[src/rtl/cache_fill_fsm.sv]
// cache_fill_fsm: fills one 16-byte cache block after a miss.
// The block is fetched from memory4c as eight 16-bit reads, one read per cycle.
// Returned words are written into the data array in the order they arrive.
// After the last word, the tag/valid array gets a one-cycle update strobe.
//
// Optional feature, selected with the macro CRITICAL_WORD_FIRST_EN:
//   - Defined: the fill starts at the missed word and wraps around within the block.
//   - Undefined: the fill always runs from word 0 to word 7.
module cache_fill_fsm #(
    parameter int WORDS  = 8,
    parameter int ADDR_W = 16
) (
    input  logic              clk,
    input  logic              rst_n,
    input  logic              miss_detected,
    input  logic [ADDR_W-1:0] miss_address,
    output logic              fsm_busy,
    output logic [ADDR_W-1:0] memory_address,
    output logic              memory_enable,
    input  logic [15:0]       memory_data,
    input  logic              memory_data_valid,
    output logic              write_data_array,
    output logic [2:0]        fill_word,
    output logic [15:0]       fill_data,
    output logic              write_tag_array
);

    // Word index width; the counters get one extra bit so they can reach WORDS.
    localparam int IDX_W  = $clog2(WORDS);
    localparam int CNT_W  = IDX_W + 1;
    // Bits above the 16-byte block offset.
    localparam int BASE_W = ADDR_W - 4;

    localparam logic [IDX_W-1:0] LAST_IDX = IDX_W'(WORDS - 1);

    typedef enum logic [1:0] {
        S_IDLE,
        S_FILL,
        S_DONE
    } state_t;

    state_t state, state_next;

    logic [BASE_W-1:0] base_hi;    // block address, bits [15:4]
    logic [CNT_W-1:0]  issue_cnt;  // reads issued so far, 0..WORDS
    logic [CNT_W-1:0]  recv_cnt;   // words received so far, 0..WORDS
    logic [IDX_W-1:0]  word_offset;

    logic              accept_miss;
    logic              issue_done;
    logic              recv_done;
    logic [IDX_W-1:0]  addr_idx;
    logic [IDX_W-1:0]  issue_word;
    logic [IDX_W-1:0]  recv_word;

`ifdef CRITICAL_WORD_FIRST_EN
    logic [IDX_W-1:0] crit_word;   // missed word; the rotation origin for this fill

    // Capture the missed word index when a miss is accepted.
    always_ff @(posedge clk or negedge rst_n) begin
        if (!rst_n) begin
            crit_word <= '0;
        end else if (accept_miss) begin
            crit_word <= miss_address[3:1];
        end
    end

    assign word_offset = crit_word;
`else
    // The block offset bits are not used when every fill starts at word 0.
    logic unused_miss_offset;
    assign unused_miss_offset = ^miss_address[3:0];
    assign word_offset        = '0;
`endif

    // The MSB of a counter is set once all WORDS reads have been issued or received.
    assign issue_done = issue_cnt[CNT_W-1];
    assign recv_done  = recv_cnt[CNT_W-1];

    // After the last read, the address stays on the last issued word.
    // The word index is IDX_W bits wide, so adding the offset wraps inside the block.
    // That wrap means the block bits [15:4] never receive a carry.
    assign addr_idx   = issue_done ? LAST_IDX : issue_cnt[IDX_W-1:0];
    assign issue_word = addr_idx + word_offset;
    assign recv_word  = recv_cnt[IDX_W-1:0] + word_offset;

    assign memory_address = {base_hi, issue_word, 1'b0};

    // State register.
    // NOTE: sequential state uses non-blocking (<=).
    // With <=, every flop samples pre-edge values no matter how the blocks are ordered.
    always_ff @(posedge clk or negedge rst_n) begin
        if (!rst_n) begin
            state <= S_IDLE;
        end else begin
            state <= state_next;
        end
    end

    // Next-state logic and all strobes.
    // NOTE: every output gets a default before the case statement.
    // A path that leaves an output unassigned would otherwise infer a latch.
    always_comb begin
        state_next       = state;
        accept_miss      = 1'b0;
        fsm_busy         = 1'b0;
        memory_enable    = 1'b0;
        write_data_array = 1'b0;
        write_tag_array  = 1'b0;

        unique case (state)
            S_IDLE: begin
                if (miss_detected) begin
                    accept_miss = 1'b1;
                    state_next  = S_FILL;
                end
            end

            S_FILL: begin
                fsm_busy      = 1'b1;
                memory_enable = !issue_done;
                // Memory returns data in issue order.
                // The receive count alone therefore identifies the word.
                if (memory_data_valid && !recv_done) begin
                    write_data_array = 1'b1;
                    if (recv_cnt == CNT_W'(WORDS - 1)) begin
                        state_next = S_DONE;
                    end
                end
            end

            S_DONE: begin
                fsm_busy        = 1'b1;
                write_tag_array = 1'b1;
                state_next      = S_IDLE;
            end

            default: begin
                state_next = S_IDLE;
            end
        endcase
    end

    // Data-array write port.
    // When no write is in progress it is held at zero.
    // This keeps stray memory_data values off the array inputs.
    assign fill_word = write_data_array ? recv_word   : '0;
    assign fill_data = write_data_array ? memory_data : '0;

    // Latch the block base on an accepted miss.
    // Count issued reads and received words during the fill.
    always_ff @(posedge clk or negedge rst_n) begin
        if (!rst_n) begin
            base_hi   <= '0;
            issue_cnt <= '0;
            recv_cnt  <= '0;
        end else if (accept_miss) begin
            base_hi   <= miss_address[ADDR_W-1:4];
            issue_cnt <= '0;
            recv_cnt  <= '0;
        end else begin
            if (memory_enable) begin
                issue_cnt <= issue_cnt + 1'b1;
            end
            if (write_data_array) begin
                recv_cnt <= recv_cnt + 1'b1;
            end
        end
    end

endmodule

[config.mk]
export PLATFORM = sky130hd
export DESIGN_NAME = cache_fill_fsm
export DESIGN_NICKNAME = d
export VERILOG_FILES = /design/src/rtl/cache_fill_fsm.sv
export SDC_FILE = /design/constraint.sdc
export NUM_CORES = 1
export LEC_CHECK = 0
export BUFFER_PORTS_ARGS = -buffer_cell sky130_fd_sc_hd__buf_4
export CORE_ASPECT_RATIO = 1.25
export CORE_MARGIN = 10
export CORE_UTILIZATION = 37
export DETAILED_ROUTE_END_ITERATION = 10
export MAX_ROUTING_LAYER = met4
export PLACE_DENSITY_LB_ADDON = 0.3
export SLEW_MARGIN = 30
export SYNTH_ARGS = -nofsm -noshare
export SYNTH_HDL_FRONTEND = slang
export SYNTH_SLANG_ARGS = --single-unit
export TNS_END_PERCENT = 50
[constraint.sdc]
create_clock -name clk -period 1.48 [get_ports clk]
set_input_delay 0.222 -clock clk [delete_from_list [all_inputs] [get_ports clk]]
set_output_delay 0.222 -clock clk [all_outputs]
set_load 0.02 [all_outputs]
[Word-level counts from Yosys, hierarchy flattened]
Index checks and enable logic that the tools add are counted.
Storage, ports and cells
  flip-flop bits (word level): 22
  output and inout bits: 39
Cells by class
  reduce and logical (&&, ||, !) cells: 8
  mux-type cells: 18
  equal/unequal tests: 6
  add/sub/neg operators: 2
Operators by type and width (count)
  $mux 16: 1
  $mux 4: 4
  $add 4x1->4 const B: 2
  $mux 1: 7
  $mux 2: 3
  $mux 3: 2
  $ne 2x2->1 const B: 3
  $eq 4x3->1 const B: 1
  $pmux 2 s2: 1
  $reduce_bool 2->1: 2
  $reduce_and 3->1: 1
  $eq 2x1->1 const B: 1
  $eq 2x2->1 const B: 1
  $logic_not 1->1: 2
  $logic_not 2->1: 1
  $reduce_or 2->1: 1
  $logic_and 1x1->1: 1

[Depth between registers and ports, before layout]
Gate-level depths: netlist (run 1).
  word-level depth: 6
  gate-level depth with buffers: 6
  mapped depth without buffers: 5

[Least setup slack after synthesis (run 1)]
Ideal clock, no wire load.
  path kind: register to output
  start point: reg state[1]
  end point: out fill_data[10]
  setup slack: -104 ps
  cell stages (with the launch flop): 7
  data arrival time: 1362 ps
  path buffers: 2
  data required time: 1258 ps
  path through: dfrtp_1 -> inv_1 -> ha_1 -> and3b_1 -> buf_4 -> buf_6 -> and2_1
On the way
  cells in the longest elaborated chain, start to end: 3
RTL lines
  start, declared: RTL line 42  | state_t state, state_next;
  start signal, assigned: RTL line 96  | state <= state_next;
  $eq 2x1->1: RTL line 111  | unique case (state)
  $mux 1: RTL line 111
  named net write_data_array: RTL line 22  | output logic write_data_array,
  $mux 16: RTL line 148  | assign fill_data = write_data_array ? memory_data : '0;
  end, declared: RTL line 24  | output logic [15:0] fill_data,
The timed path passes the listed nets, and every way through them passes these cells.

[Worst setup path after layout (run 1)]
  start point: reg state[0]
  end point: out fill_word[0]
On the way
  cells in the longest elaborated chain, start to end: 3
RTL lines
  $eq 2x1->1: RTL line 111
  $mux 1: RTL line 111
  $mux 3: RTL line 147  | assign fill_word = write_data_array ? recv_word : '0;
  end, declared: RTL line 23  | output logic [2:0] fill_word,
Every way passes these cells.

==> impl_metrics.xml, run 1 <==
<?xml version="1.0" encoding="UTF-8"?>
<metrics>
  <group name="status">
    <metric name="outcome" unit="">finished with violations</metric>
    <metric name="failing_checks" unit="">setup timing</metric>
  </group>
  <group name="sta">
    <metric name="grt_setup_unrepaired" unit="">yes</metric>
    <metric name="timing.clock.skew" unit="ns">0.00138</metric>
    <metric name="period_minus_slack" unit="ns">1.82</metric>
    <metric name="slew_violations" unit="">0</metric>
    <metric name="maxClockFrequency" unit="MHz">551</metric>
    <metric name="fin_ws" unit="ns">-0.336</metric>
    <metric name="final.period_utilization" unit="">1.23</metric>
    <metric name="final.setup.tns" unit="ns">-8.38</metric>
    <metric name="timing.final.setup_violations" unit="">37</metric>
    <metric name="finalHoldViolations" unit="">0</metric>
  </group>
  <group name="critical_path">
    <metric name="r2r_end" unit="">base_hi[2]</metric>
    <metric name="cp-start-kind" unit="">flop</metric>
    <metric name="worst_path_maximum_fanout" unit="">21</metric>
    <metric name="r2r_cells" unit="">7</metric>
    <metric name="r2r_slack" unit="ns">-0.14</metric>
    <metric name="timing.critical_path.arrival" unit="ns">1.59</metric>
    <metric name="critPathKind" unit="">flop to output pin</metric>
    <metric name="timing.critical_path.to_type" unit="">output pin</metric>
    <metric name="crit_required" unit="ns">1.26</metric>
    <metric name="critical_path.reg2reg.startpoint" unit="">state[0]</metric>
  </group>
  <group name="global_routing">
    <metric name="gr-total-overflow" unit="">0</metric>
    <metric name="grt_max_degree" unit="">23</metric>
    <metric name="groute.usage.overall" unit="">0.121</metric>
    <metric name="antenna_found_initial" unit="">0</metric>
    <metric name="grt_pass1_vias" unit="">1160</metric>
    <metric name="grt_pass1_wl" unit="µm">5460</metric>
  </group>
  <group name="place">
    <metric name="place.detailed.hpwl" unit="µm">2820</metric>
    <metric name="number_of_input_and_output_port_buffers_inserted" unit="">69</metric>
    <metric name="placement.setup.worst_slack" unit="ns">-0.0885</metric>
    <metric name="gp_congestion" unit="">0.774</metric>
  </group>
  <group name="detailed_routing">
    <metric name="post_drt_wl_per_cell" unit="µm">15.4</metric>
    <metric name="avgViaCountPerCell" unit="">4.69</metric>
    <metric name="detail_route.drc_violations" unit="">0</metric>
    <metric name="num_vias" unit="">1013</metric>
    <metric name="final_antenna_net_count" unit="">0</metric>
    <metric name="number_of_drc_markers_after_the_initial_detailed_route_iteration" unit="">22</metric>
    <metric name="route.final.wire_length" unit="µm">3330</metric>
    <metric name="drt-pass1-iter-count" unit="">4</metric>
  </group>
  <group name="layout">
    <metric name="antenna_cells_inserted" unit="">0</metric>
    <metric name="most_common_cell_after_layout_fill_and_taps_aside" unit="">sky130_fd_sc_hd__buf_4</metric>
    <metric name="area_growth_syn_to_layout" unit="%">71.0</metric>
    <metric name="drive_gt1_frac" unit="">0.728</metric>
    <metric name="final_nets" unit="">224</metric>
    <metric name="number_of_filler_cells_placed_in_the_layout" unit="">241</metric>
    <metric name="layout_common_cells" unit="">sky130_fd_sc_hd__buf_4, sky130_fd_sc_hd__dfrtp_1, sky130_fd_sc_hd__mux2_2, sky130_fd_sc_hd__and2_4, sky130_fd_sc_hd__and2_2</metric>
  </group>
  <group name="yosys">
    <metric name="mapped_avg_cell_area" unit="µm²">11.8</metric>
    <metric name="ys_ff_latch" unit="">22</metric>
    <metric name="syn_area" unit="µm²">1160</metric>
    <metric name="synth_cell_types" unit="">22</metric>
    <metric name="mappedNetlistNets" unit="">141</metric>
    <metric name="netlist_instances" unit="">98</metric>
    <metric name="synth.yosys.warnings" unit="">0</metric>
    <metric name="synth_seq_area_share" unit="">0.476</metric>
  </group>
  <group name="clocking">
    <metric name="clock_sink_count" unit="">22</metric>
    <metric name="tritoncts" unit="">done</metric>
    <metric name="clock-root-buffer" unit="">sky130_fd_sc_hd__clkbuf_4</metric>
    <metric name="worst_setup_hold_path_clk_slew" unit="ns">0.11</metric>
    <metric name="clk_latency" unit="ns">0.30</metric>
    <metric name="cts-buffers-inserted" unit="">3</metric>
    <metric name="clk_path_buf_depth" unit="">2</metric>
    <metric name="htree_levels" unit="">1</metric>
  </group>
  <group name="floorplanning">
    <metric name="core-area" unit="µm²">2970</metric>
    <metric name="placementRows" unit="">22</metric>
    <metric name="die_width" unit="µm">70.0</metric>
    <metric name="ioPinCount" unit="">75</metric>
    <metric name="die_ar" unit="µm²">5770</metric>
    <metric name="initial_utilization" unit="">0.389</metric>
    <metric name="die_height" unit="µm">82.5</metric>
  </group>
  <group name="power">
    <metric name="power.density" unit="nW/µm²">1970</metric>
    <metric name="leakage" unit="nW">1.01</metric>
    <metric name="ir_worst_vdd" unit="V">0.00152</metric>
    <metric name="report.power.total" unit="mW">3.89</metric>
  </group>
  <group name="job">
    <metric name="max_cap_violations" unit="">0</metric>
  </group>
  <group name="hold_path">
    <metric name="worst_hold_path_startpoint" unit="">miss_address[9]</metric>
    <metric name="worstHoldPathType" unit="">primary input to flop</metric>
    <metric name="endpoint_worst_hold" unit="">base_hi[5]</metric>
    <metric name="cell_depth_of_the_worst_min_delay_path" unit="">2</metric>
  </group>
</metrics>
==> critical path, stage by stage, from the launching register on <==
cell	delay, ns
sky130_fd_sc_hd__dfrtp_2	0.44
sky130_fd_sc_hd__ha_4	0.16
sky130_fd_sc_hd__and3b_1	0.20
sky130_fd_sc_hd__buf_12	0.15
sky130_fd_sc_hd__and2_2	0.19
sky130_fd_sc_hd__buf_4	0.15
==> cells by family (layout without fill, tap and decap cells) <==
family / after synthesis / count (layout) / synth area share
compound gates: 3 / 3 / 0.0195
xor+xnor: 4 / 4 / 0.0303
fa+ha+maj: 7 / 7 / 0.0758
buf+inv: 8 / 90 / 0.0498
flops: 22 / 22 / 0.476
mux: 16 / 16 / 0.154
other cells: 1 / 1 / 0.00324
simple gates: 37 / 37 / 0.192
==> how the worst max path moves through the flow <==
stage	slack (ns)	start	to
detailed placement	-0.09	state[0]	state[0]
global route	-0.41	state[0]	fill_word[2]
CTS	-0.35	state[0]	fill_word[0]
global placement	-0.01	state[0]	fill_data[5]
floorplan	0.01	state[0]	fill_data[0]
finish	-0.34	state[0]	fill_word[0]
==> layout make-up <==
class | instances | area, µm² | area share
Sequential cell | 22 | 552 | 0.279
Tap cell | 36 | 45.0 | 0.0228
Inverter | 2 | 10.0 | 0.00506
Clock buffer | 3 | 22.5 | 0.0114
Multi-Input combinational cell | 68 | 626 | 0.316
Timing Repair Buffer | 84 | 692 | 0.350
Clock inverter | 1 | 30.0 | 0.0152
==> registers in the layout, indices dropped and copies added, names as in the netlist <==
name,cells
issue_cnt,4
state,2
recv_cnt,4
base_hi,12
==> Yosys cell counts, drive strengths merged <==
cell type / n / area [µm²]
and3b: 1 / 8.76
a41oi: 2 / 17.5
mux2i: 2 / 20.0
mux2: 14 / 158
nor2: 8 / 30.0
inv: 2 / 7.51
ha: 7 / 87.6
nand3b: 1 / 7.51
buf: 6 / 50.0
and2: 20 / 125
nor2b: 1 / 6.26
dfrtp: 22 / 551
xnor2: 2 / 17.5
conb: 1 / 3.75
or2: 3 / 18.8
nand4b: 2 / 17.5
a21oi: 1 / 5.00
and2b: 1 / 7.51
xor2: 2 / 17.5
==> metal layers <==
metal	GRT usage	routed length, µm	up-vias
met5	-	0	-
met4	0.0474	21	0
met3	0.0430	352	2
met2	0.212	1620	60
met1	0.123	1340	468
li1	-	-	483
==> through the flow <==
stage / util / instance area (µm²) / hold WS [ns] / instances
floorplan: - / 1200 / -0.0736 / 98
global placement: 0.606 / 1800 / 0.119 / 205
detailed placement: 0.606 / 1800 / 0.123 / 205
CTS: 0.636 / 1890 / 0.122 / 211
global route: 0.665 / 1980 / 0.119 / 216
finish: 0.665 / 1980 / 0.132 / 216
==> report_power, final <==
group / leakage [nW] / total, mW / switching (mW) / internal, mW
combinational: 0.710 / 2.39 / 1.11 / 1.28
clock: 0.0279 / 0.444 / 0.171 / 0.274
sequential: 0.272 / 1.05 / 0.188 / 0.866
total: 1.01 / 3.89 / 1.47 / 2.42
==> what timing repair did <==
item	in CTS	in global routing
resized for setup	5	14
pin swaps	1	1
setup endpoints to repair	38	47
hold buffers	1	0
buffers inserted	1	5
hold endpoints to repair	22	0
(Power assumes the default switching activity.)
==> inputs of run 2 (changes only) <==
--- a/config.mk
+++ b/config.mk
@@ -6,9 +6,10 @@
 export NUM_CORES = 1
 export LEC_CHECK = 0
 export BUFFER_PORTS_ARGS = -buffer_cell sky130_fd_sc_hd__buf_4
+export CAP_MARGIN = 20
 export CORE_ASPECT_RATIO = 1.25
 export CORE_MARGIN = 10
-export CORE_UTILIZATION = 37
+export CORE_UTILIZATION = 35
 export DETAILED_ROUTE_END_ITERATION = 10
 export MAX_ROUTING_LAYER = met4
 export PLACE_DENSITY_LB_ADDON = 0.3
==> run 2 against run 1 <==
The run still ends with setup timing left. Utilization decreased by 4.8 points. Via count shrank 2.3%. Cell area decreased by 0.25%. Register-to-register slack better by 0.09 ns. Setup slack improved by 0.11 ns. Clock-buffer cell count increased by 1. Critical path type unchanged. Largest cell class unchanged.
==> impl_metrics.xml, run 2 (same netlist as run 1, synthesis figures left out) <==
<?xml version="1.0" encoding="UTF-8"?>
<metrics>
  <group name="global_routing">
    <metric name="antenna_found_initial" unit="">0</metric>
    <metric name="grt_max_degree" unit="">23</metric>
    <metric name="groute.usage.overall" unit="">0.106</metric>
    <metric name="grt_pass1_vias" unit="">1172</metric>
    <metric name="grt_pass1_wl" unit="µm">5350</metric>
    <metric name="gr-total-overflow" unit="">0</metric>
  </group>
  <group name="clocking">
    <metric name="cts-buffers-inserted" unit="">3</metric>
    <metric name="clk_latency" unit="ns">0.25</metric>
    <metric name="clk_path_buf_depth" unit="">2</metric>
    <metric name="clock-root-buffer" unit="">sky130_fd_sc_hd__clkbuf_8</metric>
    <metric name="htree_levels" unit="">1</metric>
    <metric name="clock_sink_count" unit="">22</metric>
    <metric name="tritoncts" unit="">done</metric>
    <metric name="worst_setup_hold_path_clk_slew" unit="ns">0.07</metric>
  </group>
  <group name="layout">
    <metric name="stdcell_area" unit="µm²">1970</metric>
    <metric name="drive_gt1_frac" unit="">0.714</metric>
    <metric name="antenna_cells_inserted" unit="">0</metric>
    <metric name="largest_register_ff_count" unit="">12</metric>
    <metric name="fin_util" unit="">0.617</metric>
    <metric name="final_nets" unit="">219</metric>
    <metric name="most_common_cell_after_layout_fill_and_taps_aside" unit="">sky130_fd_sc_hd__buf_4</metric>
    <metric name="layout_common_cells" unit="">sky130_fd_sc_hd__buf_4, sky130_fd_sc_hd__dfrtp_1, sky130_fd_sc_hd__buf_6, sky130_fd_sc_hd__mux2_2</metric>
    <metric name="area_growth_syn_to_layout" unit="%">70.6</metric>
    <metric name="largest_registers" unit="">base_hi: 12 flops, issue_cnt: 4 flops, recv_cnt: 4 flops</metric>
    <metric name="max_flop_register" unit="">base_hi</metric>
  </group>
  <group name="status">
    <metric name="outcome" unit="">finished with violations</metric>
    <metric name="failing_checks" unit="">setup timing</metric>
  </group>
  <group name="place">
    <metric name="place.detailed.hpwl" unit="µm">2640</metric>
    <metric name="gp_congestion" unit="">0.712</metric>
    <metric name="placement_stage_cell_area" unit="µm²">1800</metric>
    <metric name="number_of_input_and_output_port_buffers_inserted" unit="">69</metric>
  </group>
  <group name="detailed_routing">
    <metric name="route.final.wire_length" unit="µm">3220</metric>
    <metric name="post_drt_wl_per_cell" unit="µm">15.2</metric>
    <metric name="final_antenna_net_count" unit="">0</metric>
    <metric name="number_of_drc_markers_after_the_initial_detailed_route_iteration" unit="">11</metric>
    <metric name="drt-pass1-iter-count" unit="">4</metric>
    <metric name="num_vias" unit="">990</metric>
    <metric name="avgViaCountPerCell" unit="">4.67</metric>
    <metric name="detail_route.drc_violations" unit="">0</metric>
  </group>
  <group name="critical_path">
    <metric name="timing.critical_path.to_type" unit="">output pin</metric>
    <metric name="crit_required" unit="ns">1.26</metric>
    <metric name="cp-start-kind" unit="">flop</metric>
    <metric name="r2r_cells" unit="">6</metric>
    <metric name="worst_path_maximum_fanout" unit="">21</metric>
    <metric name="endpoint" unit="">fill_word[0]</metric>
    <metric name="critical_path.reg2reg.startpoint" unit="">state[0]</metric>
    <metric name="crit_path_start" unit="">state[0]</metric>
    <metric name="r2r_slack" unit="ns">-0.05</metric>
    <metric name="r2r_end" unit="">base_hi[2]</metric>
    <metric name="timing.critical_path.arrival" unit="ns">1.49</metric>
    <metric name="critPathKind" unit="">flop to output pin</metric>
  </group>
  <group name="floorplanning">
    <metric name="placementRows" unit="">23</metric>
    <metric name="ioPinCount" unit="">75</metric>
    <metric name="initial_utilization" unit="">0.362</metric>
    <metric name="die_height" unit="µm">84.3</metric>
    <metric name="die_width" unit="µm">71.4</metric>
    <metric name="die_ar" unit="µm²">6020</metric>
    <metric name="core-area" unit="µm²">3190</metric>
  </group>
  <group name="power">
    <metric name="power_report.internal_total" unit="mW">2.27</metric>
    <metric name="power.density" unit="nW/µm²">1870</metric>
    <metric name="p_switching" unit="mW">1.41</metric>
    <metric name="swShare" unit="">0.382</metric>
    <metric name="pwr-share-seq" unit="">0.284</metric>
    <metric name="leakage" unit="nW">0.996</metric>
    <metric name="ir_worst_vdd" unit="V">0.00104</metric>
    <metric name="p_comb_frac" unit="">0.604</metric>
    <metric name="clock_power_share" unit="">0.112</metric>
  </group>
  <group name="sta">
    <metric name="fin_ws" unit="ns">-0.231</metric>
    <metric name="grt_setup_unrepaired" unit="">yes</metric>
    <metric name="final.setup.tns" unit="ns">-4.76</metric>
    <metric name="timing.final.setup_violations" unit="">37</metric>
    <metric name="slew_violations" unit="">0</metric>
    <metric name="finalHoldViolations" unit="">0</metric>
    <metric name="final.period_utilization" unit="">1.16</metric>
    <metric name="maxClockFrequency" unit="MHz">585</metric>
    <metric name="period_minus_slack" unit="ns">1.71</metric>
    <metric name="timing.clock.skew" unit="ns">0.00244</metric>
  </group>
  <group name="job">
    <metric name="max_cap_violations" unit="">0</metric>
  </group>
  <group name="hold_path">
    <metric name="worstHoldPathType" unit="">primary input to flop</metric>
  </group>
</metrics>
[run 2: routing by layer]
| metal | track usage | share of wire | up-vias | wire length, µm |
|---|---|---|---|---|
| li1 | - | - | 472 | - |
| met1 | 0.127 | 0.46 | 455 | 1470 |
| met2 | 0.170 | 0.45 | 63 | 1440 |
| met3 | 0.0377 | 0.095 | 0 | 307 |
| met4 | 0.0159 | 0 | 0 | 0 |
| met5 | - | 0 | - | 0 |
[run 2: critical path: stages, from the launching register on]
cell	delay (ns)
sky130_fd_sc_hd__dfrtp_1	0.41
sky130_fd_sc_hd__ha_4	0.17
sky130_fd_sc_hd__and3b_1	0.18
sky130_fd_sc_hd__buf_12	0.15
sky130_fd_sc_hd__and2_2	0.19
sky130_fd_sc_hd__buf_6	0.13
[run 2: worst min path at each step]
stage,start,end,slack (ns),depth (start not counted)
finish,miss_address[9],base_hi[5],0.19,2
global route,miss_address[9],base_hi[5],0.18,2
CTS,miss_address[9],base_hi[5],0.18,2
detailed placement,rst_n,base_hi[1],0.12,1
global placement,rst_n,base_hi[3],0.12,1
floorplan,rst_n,base_hi[0],-0.07,0
[run 2: area by class of cell]
class / instances / area [µm²]
Fill cell: 252 / 1220
Sequential cell: 22 / 551
Multi-Input combinational cell: 68 / 617
Timing Repair Buffer: 79 / 696
Inverter: 2 / 7.51
Clock buffer: 4 / 55.1
Tap cell: 37 / 46.3
[run 2: what timing repair did]
action / in CTS / in global routing
buffers inserted: 2 / 0
hold buffers: 1 / 0
pin swaps: 1 / 0
endpoints found under the setup margin: 38 / 39
gates resized for setup: 23 / 4
hold endpoints to repair: 22 / 0
gates cloned: 0 / 0
[run 2: stage by stage]
stage / total power, mW / worst slack (ns) / hold slack, ns / std cells
floorplan: 2.27 / 0.0121 / -0.0736 / 98
global placement: 3.08 / -0.0125 / 0.118 / 205
detailed placement: 3.14 / -0.0887 / 0.123 / 205
CTS: 3.71 / -0.236 / 0.185 / 212
global route: 3.95 / -0.295 / 0.181 / 212
finish: 3.68 / -0.231 / 0.190 / 212
[run 2: power groups by stage]
stage               clock [mW]  combinational, mW  sequential, mW
detailed placement           0               2.08            1.06
finish                   0.413               2.22            1.04
global route             0.462               2.40            1.09
CTS                      0.426               2.24            1.04
global placement             0               2.03            1.04
floorplan                    0               1.03            1.24
==> inputs of run 3 (changes only) <==
--- a/config.mk
+++ b/config.mk
@@ -11,10 +11,10 @@
 export CORE_MARGIN = 10
 export CORE_UTILIZATION = 35
 export DETAILED_ROUTE_END_ITERATION = 10
+export GPL_TIMING_DRIVEN = 0
 export MAX_ROUTING_LAYER = met4
 export PLACE_DENSITY_LB_ADDON = 0.3
 export SLEW_MARGIN = 30
 export SYNTH_ARGS = -nofsm -noshare
 export SYNTH_HDL_FRONTEND = slang
 export SYNTH_SLANG_ARGS = --single-unit
-export TNS_END_PERCENT = 50
==> constraint.sdc (replaced) <==
create_clock -name clk -period 1.8 [get_ports clk]
set_input_delay 0.27 -clock clk [delete_from_list [all_inputs] [get_ports clk]]
set_output_delay 0.27 -clock clk [all_outputs]
set_load 0.02 [all_outputs]
==> run 3 against run 2 <==
The run still ends with setup timing left. Cell count up 2.8%. First-iteration DRC count decreased by 82%. Combinational power down 18%. Clock power increased by 11%. Hold slack gained 0.041 ns. Setup slack improved by 0.23 ns. Flip-flop and latch count is the same. Critical path depth rose by 1. Sequential share of layout area down 0.38 points. Clock-buffer cell count is 1 lower. Non-clock buffer count grew 6. Largest cell class unchanged.
==> impl_metrics.xml, run 3 (same netlist as run 1, synthesis figures left out) <==
<?xml version="1.0" encoding="UTF-8"?>
<metrics>
  <group name="critical_path">
    <metric name="r2r_cells" unit="">7</metric>
    <metric name="r2r_end" unit="">state[0]</metric>
    <metric name="cp-start-kind" unit="">flop</metric>
    <metric name="crit_path_start" unit="">state[1]</metric>
    <metric name="endpoint" unit="">fill_data[0]</metric>
    <metric name="r2r_slack" unit="ns">0.10</metric>
    <metric name="timing.critical_path.arrival" unit="ns">1.54</metric>
    <metric name="timing.critical_path.to_type" unit="">output pin</metric>
    <metric name="critical_path.reg2reg.startpoint" unit="">state[1]</metric>
    <metric name="worst_path_maximum_fanout" unit="">5</metric>
    <metric name="critPathKind" unit="">flop to output pin</metric>
    <metric name="crit_required" unit="ns">1.53</metric>
  </group>
  <group name="layout">
    <metric name="drive_gt1_frac" unit="">0.674</metric>
    <metric name="layout_common_cells" unit="">sky130_fd_sc_hd__buf_4, sky130_fd_sc_hd__buf_6, sky130_fd_sc_hd__dfrtp_1, sky130_fd_sc_hd__and2_4, sky130_fd_sc_hd__mux2_2</metric>
    <metric name="largest_register_ff_count" unit="">12</metric>
    <metric name="final_nets" unit="">225</metric>
    <metric name="fin_util" unit="">0.626</metric>
    <metric name="most_common_cell_after_layout_fill_and_taps_aside" unit="">sky130_fd_sc_hd__buf_4</metric>
    <metric name="area_growth_syn_to_layout" unit="%">72.9</metric>
    <metric name="antenna_cells_inserted" unit="">0</metric>
    <metric name="largest_registers" unit="">base_hi: 12 flops, issue_cnt: 4 flops, recv_cnt: 4 flops</metric>
    <metric name="max_flop_register" unit="">base_hi</metric>
  </group>
  <group name="job">
    <metric name="max_cap_violations" unit="">0</metric>
  </group>
  <group name="clocking">
    <metric name="cts-buffers-inserted" unit="">3</metric>
    <metric name="clk_latency" unit="ns">0.26</metric>
    <metric name="worst_setup_hold_path_clk_slew" unit="ns">0.08</metric>
    <metric name="tritoncts" unit="">done</metric>
    <metric name="htree_levels" unit="">1</metric>
    <metric name="clk_path_buf_depth" unit="">2</metric>
    <metric name="clock_sink_count" unit="">22</metric>
    <metric name="clock-root-buffer" unit="">sky130_fd_sc_hd__clkbuf_8</metric>
  </group>
  <group name="sta">
    <metric name="fin_ws" unit="ns">-0.00562</metric>
    <metric name="maxClockFrequency" unit="MHz">554</metric>
    <metric name="slew_violations" unit="">0</metric>
    <metric name="final.period_utilization" unit="">1.00</metric>
    <metric name="timing.final.setup_violations" unit="">1</metric>
    <metric name="grt_setup_unrepaired" unit="">yes</metric>
    <metric name="timing.clock.skew" unit="ns">0.00315</metric>
    <metric name="period_minus_slack" unit="ns">1.81</metric>
    <metric name="finalHoldViolations" unit="">0</metric>
  </group>
  <group name="detailed_routing">
    <metric name="number_of_drc_markers_after_the_initial_detailed_route_iteration" unit="">2</metric>
    <metric name="final_antenna_net_count" unit="">0</metric>
    <metric name="drt-pass1-iter-count" unit="">2</metric>
    <metric name="avgViaCountPerCell" unit="">4.73</metric>
    <metric name="post_drt_wl_per_cell" unit="µm">16.2</metric>
    <metric name="detail_route.drc_violations" unit="">0</metric>
    <metric name="route.final.wire_length" unit="µm">3520</metric>
    <metric name="num_vias" unit="">1032</metric>
  </group>
  <group name="floorplanning">
    <metric name="ioPinCount" unit="">75</metric>
    <metric name="die_ar" unit="µm²">6020</metric>
    <metric name="die_width" unit="µm">71.4</metric>
    <metric name="core-area" unit="µm²">3190</metric>
    <metric name="die_height" unit="µm">84.3</metric>
    <metric name="initial_utilization" unit="">0.362</metric>
    <metric name="placementRows" unit="">23</metric>
  </group>
  <group name="power">
    <metric name="power.density" unit="nW/µm²">1570</metric>
    <metric name="ir_worst_vdd" unit="V">0.00127</metric>
    <metric name="leakage" unit="nW">1.03</metric>
  </group>
  <group name="place">
    <metric name="place.detailed.hpwl" unit="µm">2700</metric>
    <metric name="gp_congestion" unit="">0.775</metric>
    <metric name="placement.setup.worst_slack" unit="ns">0.00503</metric>
    <metric name="number_of_input_and_output_port_buffers_inserted" unit="">69</metric>
  </group>
  <group name="global_routing">
    <metric name="groute.usage.overall" unit="">0.108</metric>
    <metric name="grt_pass1_vias" unit="">1107</metric>
    <metric name="grt_pass1_wl" unit="µm">5340</metric>
    <metric name="grt_max_degree" unit="">23</metric>
    <metric name="antenna_found_initial" unit="">0</metric>
    <metric name="gr-total-overflow" unit="">0</metric>
  </group>
  <group name="hold_path">
    <metric name="worstHoldPathType" unit="">primary input to flop</metric>
  </group>
  <group name="status">
    <metric name="failing_checks" unit="">setup timing</metric>
    <metric name="outcome" unit="">finished with violations</metric>
  </group>
</metrics>
[run 3: timing repair]
action	4_1_cts	5_1_grt
hold buffers	1	0
buffers inserted	5	3
pin swaps	2	14
hold endpoints to repair	22	0
gates resized for setup	8	34
cloned	0	2
endpoints found under the setup margin	20	19
[run 3: final cells by class]
cell class | instances | area, µm²
buffer | 5 | 42.5
clock buffer | 3 | 41.3
clock inverter | 1 | 30.0
fill | 264 | 1190
inverter | 2 | 7.51
multi-input combinational | 68 | 599
sequential | 22 | 551
tap | 37 | 46.3
timing repair buffer | 80 | 682
[run 3: worst min path at each step]
stage,slack (ns),endpoint,startpoint,cells past startpoint
6_report,0.23,base_hi[5],miss_address[9],2
3_3_place_gp,0.17,base_hi[6],rst_n,1
2_1_floorplan,-0.03,base_hi[0],rst_n,0
4_1_cts,0.23,base_hi[5],miss_address[9],2
5_1_grt,0.23,base_hi[3],miss_address[7],2
3_5_place_dp,0.17,base_hi[1],rst_n,1
[run 3: through the flow]
stage	cell area, µm²	setup TNS, ns	hold WS (ns)	cells	power (mW)
finish	2000	-0.00562	0.231	218	3.14
floorplan	1160	0	-0.0256	98	1.81
detailed placement	1720	0	0.173	204	2.47
CTS	1860	0	0.231	213	3.02
global placement	1720	0	0.169	204	2.41
global route	2000	-0.917	0.233	218	3.34
[run 3: power breakdown]
group	internal (mW)	switching, mW
Sequential	0.711	0.149
Clock	0.297	0.160
Combinational	0.960	0.869
Total	1.97	1.18
[run 3: worst max-delay path: stages, from the launching register on]
cell and delay, ns:
sky130_fd_sc_hd__dfrtp_1 0.40, sky130_fd_sc_hd__inv_2 0.09, sky130_fd_sc_hd__ha_4 0.13, sky130_fd_sc_hd__and3b_2 0.26, sky130_fd_sc_hd__buf_6 0.13, sky130_fd_sc_hd__and2_1 0.14
sky130_fd_sc_hd__buf_6 0.12
[run 3: routing by layer]
metal,part of all wire,routed length (µm),track usage,vias up
li1,-,-,-,481
met1,0.44,1550,0.121,483
met2,0.47,1660,0.181,64
met3,0.080,283,0.0353,4
met4,0.0091,32,0.0265,0
met5,0,0,-,-
